**config.mk**
```make
export PLATFORM = sky130hd
export DESIGN_NAME = decode_general_reg_flat
export DESIGN_NICKNAME = d
export VERILOG_FILES = /design/src/rtl/decode_general_reg_if.sv /design/src/rtl/decode_general_reg.sv /design/src/flat_wrapper.sv
export SDC_FILE = /design/constraint.sdc
export NUM_CORES = 1
export LEC_CHECK = 0
export BUFFER_PORTS_ARGS = -buffer_cell sky130_fd_sc_hd__buf_2
export CORE_MARGIN = 2
export CORE_UTILIZATION = 47
export CTS_CLUSTER_DIAMETER = 40
export DETAILED_ROUTE_END_ITERATION = 10
export PLACE_DENSITY = 0.8
export SETUP_SLACK_MARGIN = 0.4
export SLEW_MARGIN = 0
export SYNTH_ARGS = -nofsm -noshare
export SYNTH_HDL_FRONTEND = slang
export SYNTH_SLANG_ARGS = --single-unit
```
**constraint.sdc**
```tcl
create_clock -name clk -period 2.61 [get_ports clk]
set_clock_uncertainty 0.15 [all_clocks]
set_input_delay 0.522 -clock clk [delete_from_list [all_inputs] [get_ports clk]]
set_output_delay 0.522 -clock clk [all_outputs]
set_load 0.05 [all_outputs]
```
**src/rtl/decode_general_reg_if.sv**
```systemverilog
// Signal bundle for the general-register select decoder: decode request fields in,
// 24 one-hot register selects out.
interface decode_general_reg_if;
  logic [1:0] bit_width;
  logic [2:0] register_sequence_code;
  logic       w_in_instruction;
  logic       w;

  logic AL,  CL,  DL,  BL,  AH,  CH,  DH,  BH;
  logic EAX, ECX, EDX, EBX, ESP, EBP, ESI, EDI;
  logic AX,  CX,  DX,  BX,  SP,  BP,  SI,  DI;

  modport master (
    output bit_width, register_sequence_code, w_in_instruction, w,
    input  AL,  CL,  DL,  BL,  AH,  CH,  DH,  BH,
    input  EAX, ECX, EDX, EBX, ESP, EBP, ESI, EDI,
    input  AX,  CX,  DX,  BX,  SP,  BP,  SI,  DI
  );

  modport slave (
    input  bit_width, register_sequence_code, w_in_instruction, w,
    output AL,  CL,  DL,  BL,  AH,  CH,  DH,  BH,
    output EAX, ECX, EDX, EBX, ESP, EBP, ESI, EDI,
    output AX,  CX,  DX,  BX,  SP,  BP,  SI,  DI
  );
endinterface

```
**src/rtl/decode_general_reg.sv**
```systemverilog
// Registered x86 general-register select decoder: reg/rm field plus w bit and operand
// size produce one of 24 one-hot selects (8/16/32-bit names), one cycle later.
module decode_general_reg (
  input logic                  clk,
  input logic                  reset,
  decode_general_reg_if.slave  bus
);

  typedef enum logic [1:0] {Width8, Width16, Width32, WidthNone} width_e;

  width_e      width_d;
  logic [7:0]  code_onehot;
  // Select vector layout: [7:0] 8-bit, [15:8] 32-bit, [23:16] 16-bit, each in code order.
  logic [23:0] sel_d;
  logic [23:0] sel_q;

  always_comb begin
    width_d = WidthNone;
    if (bus.w_in_instruction && !bus.w) begin
      width_d = Width8;
    end else begin
      unique case (bus.bit_width)
        2'b01:   width_d = Width32;
        2'b10:   width_d = Width16;
        default: width_d = WidthNone;
      endcase
    end
  end

  always_comb begin
    code_onehot = '0;
    code_onehot[bus.register_sequence_code] = 1'b1;
  end

  always_comb begin
    sel_d = '0;
    unique case (width_d)
      Width8:    sel_d[7:0]   = code_onehot;
      Width32:   sel_d[15:8]  = code_onehot;
      Width16:   sel_d[23:16] = code_onehot;
      default:   sel_d        = '0;
    endcase
  end

  always_ff @(posedge clk) begin
    if (reset) begin
      sel_q <= '0;
    end else begin
      sel_q <= sel_d;
    end
  end

  assign {bus.BH, bus.DH, bus.CH, bus.AH, bus.BL, bus.DL, bus.CL, bus.AL} = sel_q[7:0];
  assign {bus.EDI, bus.ESI, bus.EBP, bus.ESP,
          bus.EBX, bus.EDX, bus.ECX, bus.EAX} = sel_q[15:8];
  assign {bus.DI, bus.SI, bus.BP, bus.SP, bus.BX, bus.DX, bus.CX, bus.AX} = sel_q[23:16];

endmodule

```
**src/flat_wrapper.sv**
```systemverilog
// flat-port wrapper written by rule: the top's interface ports become plain ports
module decode_general_reg_flat 
  (clk, reset, bus_bit_width, bus_register_sequence_code, bus_w_in_instruction, bus_w, bus_AL, bus_CL, bus_DL, bus_BL, bus_AH, bus_CH, bus_DH, bus_BH, bus_EAX, bus_ECX, bus_EDX, bus_EBX, bus_ESP, bus_EBP, bus_ESI, bus_EDI, bus_AX, bus_CX, bus_DX, bus_BX, bus_SP, bus_BP, bus_SI, bus_DI);
  decode_general_reg_if bus_i ();
  input logic clk;
  input logic reset;
  input wire logic [$bits(bus_i.bit_width)-1:0] bus_bit_width;
  input wire logic [$bits(bus_i.register_sequence_code)-1:0] bus_register_sequence_code;
  input wire logic [$bits(bus_i.w_in_instruction)-1:0] bus_w_in_instruction;
  input wire logic [$bits(bus_i.w)-1:0] bus_w;
  output wire logic [$bits(bus_i.AL)-1:0] bus_AL;
  output wire logic [$bits(bus_i.CL)-1:0] bus_CL;
  output wire logic [$bits(bus_i.DL)-1:0] bus_DL;
  output wire logic [$bits(bus_i.BL)-1:0] bus_BL;
  output wire logic [$bits(bus_i.AH)-1:0] bus_AH;
  output wire logic [$bits(bus_i.CH)-1:0] bus_CH;
  output wire logic [$bits(bus_i.DH)-1:0] bus_DH;
  output wire logic [$bits(bus_i.BH)-1:0] bus_BH;
  output wire logic [$bits(bus_i.EAX)-1:0] bus_EAX;
  output wire logic [$bits(bus_i.ECX)-1:0] bus_ECX;
  output wire logic [$bits(bus_i.EDX)-1:0] bus_EDX;
  output wire logic [$bits(bus_i.EBX)-1:0] bus_EBX;
  output wire logic [$bits(bus_i.ESP)-1:0] bus_ESP;
  output wire logic [$bits(bus_i.EBP)-1:0] bus_EBP;
  output wire logic [$bits(bus_i.ESI)-1:0] bus_ESI;
  output wire logic [$bits(bus_i.EDI)-1:0] bus_EDI;
  output wire logic [$bits(bus_i.AX)-1:0] bus_AX;
  output wire logic [$bits(bus_i.CX)-1:0] bus_CX;
  output wire logic [$bits(bus_i.DX)-1:0] bus_DX;
  output wire logic [$bits(bus_i.BX)-1:0] bus_BX;
  output wire logic [$bits(bus_i.SP)-1:0] bus_SP;
  output wire logic [$bits(bus_i.BP)-1:0] bus_BP;
  output wire logic [$bits(bus_i.SI)-1:0] bus_SI;
  output wire logic [$bits(bus_i.DI)-1:0] bus_DI;
  assign bus_i.bit_width = bus_bit_width;
  assign bus_i.register_sequence_code = bus_register_sequence_code;
  assign bus_i.w_in_instruction = bus_w_in_instruction;
  assign bus_i.w = bus_w;
  assign bus_AL = bus_i.AL;
  assign bus_CL = bus_i.CL;
  assign bus_DL = bus_i.DL;
  assign bus_BL = bus_i.BL;
  assign bus_AH = bus_i.AH;
  assign bus_CH = bus_i.CH;
  assign bus_DH = bus_i.DH;
  assign bus_BH = bus_i.BH;
  assign bus_EAX = bus_i.EAX;
  assign bus_ECX = bus_i.ECX;
  assign bus_EDX = bus_i.EDX;
  assign bus_EBX = bus_i.EBX;
  assign bus_ESP = bus_i.ESP;
  assign bus_EBP = bus_i.EBP;
  assign bus_ESI = bus_i.ESI;
  assign bus_EDI = bus_i.EDI;
  assign bus_AX = bus_i.AX;
  assign bus_CX = bus_i.CX;
  assign bus_DX = bus_i.DX;
  assign bus_BX = bus_i.BX;
  assign bus_SP = bus_i.SP;
  assign bus_BP = bus_i.BP;
  assign bus_SI = bus_i.SI;
  assign bus_DI = bus_i.DI;
  decode_general_reg u_core (.clk(clk), .reset(reset), .bus(bus_i));
endmodule
```
==> summary.md <==
The number of different library cells used by synthesis comes to 12. The logic gate share of total power was 7.4%. In the final layout, the multi-input gates occupy 263 um2. The tools report the max-slew violation total from the final report as 0. The logs give 0 for the number of antenna violations at the first check in global routing and 0 for the remaining antenna violation count. The worst setup path is launched from a register. After technology mapping, the gate count stands at 62. For this run, the share of the core covered by cells in the final layout is 65.3%.

In the layout the commonest cells are sky130_fd_sc_hd__buf_2, sky130_fd_sc_hd__dfxtp_1, sky130_fd_sc_hd__nor3_1, sky130_fd_sc_hd__nor3_2, sky130_fd_sc_hd__nor2_1. Data on the critical path is required at its endpoint by 1.94 ns. For the internal power summed over all cells, the log shows 539 uW. The I/O pin count is 33. Leaving out fill and tap cells, the most frequent cell in the layout is sky130_fd_sc_hd__buf_2.

Of the cells placed in the final design, the portion with a size suffix greater than 1 is 51.6%. The sum of buffers and inverters on the critical path is 1, and the average vias per placed instance is 5.05. The worst path arrival time is 0.90 ns, and the mean cell area of the mapped netlist is 12.3 um2. The logs give 1 for the maximum level of the CTS H-tree and 0 for the number of antenna cells inserted. For the pin with the worst max-slew slack, the measured transition is 0.308 ns. After detailed routing, the number of remaining DRC violations is 0.

The register containing the most flip-flops in the final layout was u_core.sel_q. The largest registers in the layout are u_core.sel_q x24. Power spread over the standard cell area amounts to 693 nW/um2. Hold repair after CTS inserted 0 buffers. Counting every net in the synthesized netlist gives 71.

The switching portion of total power is 20.8%. The worst-case IR drop observed on VDD is 0.000323 V. After detailed placement, the total cell area comes to 931 um2. Dividing the final minimum period by the clock period gives 60.4%. The portion of total power attributed to the clock network was 38.3%.

The final worst setup slack is 1.03 ns. The die covers 1960 um2. For this design the static power due to leakage is 0.442 nW. Across the whole layout, storage elements account for 480 um2.

Setup repair after global routing left no endpoint under its margin. The region available for standard cell placement spans 1510 um2. The net count of the finished layout is 105. The critical path's largest stage delay works out to 0.35 ns. Input and output buffers added on the ports amount to 32.

The first TritonRoute pass finished after 4 iterations. In this run, flip-flops and latches consume 54.3% of the power. Measured along the x axis, the die boundary spans 44.3 um. The synthesis-to-finish area growth was 28.9%. STA classifies the critical path endpoint as an output pin.

Summed over all layers, the routed wires come to 1320 um. The layout has 127 filler cells. The floorplan has 14 rows.

After layout, the design draws a total of 681 uW. With fillers left out, the area of the finished cells amounts to 983 um2. Buffers inserted during clock tree synthesis total 3. TritonCTS built the clock tree. The placed wire-length estimate after detailed placement came out at 972 um. The routed layout has 560 vias.

Walking the worst path, the cells encountered are buf_2. Subtracting the final worst setup slack from the clock period gives 1.58 ns. The logs give 0 for the count of buffers added by post-CTS timing repair for setup and 0 for the global route total overflow. Sequential cells were found to cover 63.0% of the synthesized design area. Across the run, the number of max-cap violations was 0. The initial utilization of the core area, before any placement, comes to 50.7%. The register with the most flip-flops in the layout has 24 of them. Entering global routing, the biggest net connects 17 pins. In this run the worst hold path is classified as primary input to register. The run finished with clean final reports.

The number of gates resized after cts is 0. For this run, the top clock speed supported by timing is 0.634 GHz. For this run, the total global-route usage over all layers was measured as 15.3%. The clock-pin slew of the registers on the worst-case setup and hold paths is 0.13 ns, and the headroom to the max-slew limit is 79.5%. The logs give 5 for the number of design-rule violations left by the first detailed-router iteration and 0.727 for the final weighted congestion in routability-driven placement. Via count of the first global-routing pass: 492. CTS saw 24 sinks. Synthesis inferred 24 register bits. The die height works out to 44.3 um. The critical path is of the register to output pin type.

Maximum clock insertion buffer count: 2. Among cell families on the critical path, the largest total delay comes from flip-flops. The summed negative setup slack over all endpoints was 0 ns; the minimum setup slack after placement was 0.983 ns.

The maximum fanout along the worst path works out to 1. The tools report the area of the mapped netlist as 763 um2. The tools report the net switching power as 142 uW. The root buffer cell chosen for the clock tree is sky130_fd_sc_hd__clkbuf_4. For the number of hold violations in the final report, the log shows 0.

Detail-routed net length per standard cell: 11.9 um. The first global-routing pass estimated 2160 um of wire. Yosys printed 0 warnings. The number of setup violations in the final report was 0. On the critical path, the stage with the largest delay is an instance of sky130_fd_sc_hd__dfxtp_1.
## layout make-up
class / instances / share of cell area [%]
multi-input cells: 34 / 26.7
well taps: 16 / 2.04
clock inverters: 1 / 3.05
flip-flops and latches: 24 / 48.9
clock buffers: 3 / 2.29
repair buffers: 33 / 17.0
## cell usage after synthesis, drive strengths merged
cell type	count	area, um2
nand2	1	3.75
nand2b	2	12.5
nand4bb	3	33.8
buf	4	20.0
nor2	6	22.5
nor4	4	37.5
dfxtp	24	480
nor2b	1	6.26
nor3	14	105
or4b	3	41.3
## power groups by stage
stage	logic [mW]	clock network (mW)	registers [mW]
detailed placement	0.0500	0	0.378
global placement	0.0494	0	0.378
global route	0.0540	0.278	0.371
CTS	0.0502	0.264	0.370
finish	0.0502	0.261	0.370
floorplan	0.0232	0	0.390
## stage by stage
| step | hold slack, ns | std cells |
|---|---|---|
| 6_report | 0.339 | 111 |
| 3_5_place_dp | 0.677 | 107 |
| 4_1_cts | 0.337 | 111 |
| 2_1_floorplan | 0.567 | 62 |
| 3_3_place_gp | 0.674 | 107 |
| 5_1_grt | 0.337 | 111 |
## logic make-up after synthesis
kind of cell / count (synthesis) / share of synthesized area (%)
flops: 24 / 63.0
simple gates: 34 / 34.4
buf+inv: 4 / 2.62
## worst paths after layout
kind,from,endpoint,cells past startpoint
setup / recovery,u_core.sel_q[10],bus_EDX,1
hold / removal,bus_register_sequence_code[2],u_core.sel_q[0],2
## layer usage
layer | part of all wire [%] | track usage, % | up-vias
met5 | 0 | 0 | -
met4 | 1.4 | 9.09 | 0
met3 | 6.7 | 2.45 | 2
met2 | 48 | 25.0 | 23
met1 | 44 | 19.0 | 250
li1 | - | - | 285
(Power assumes the default switching activity.)
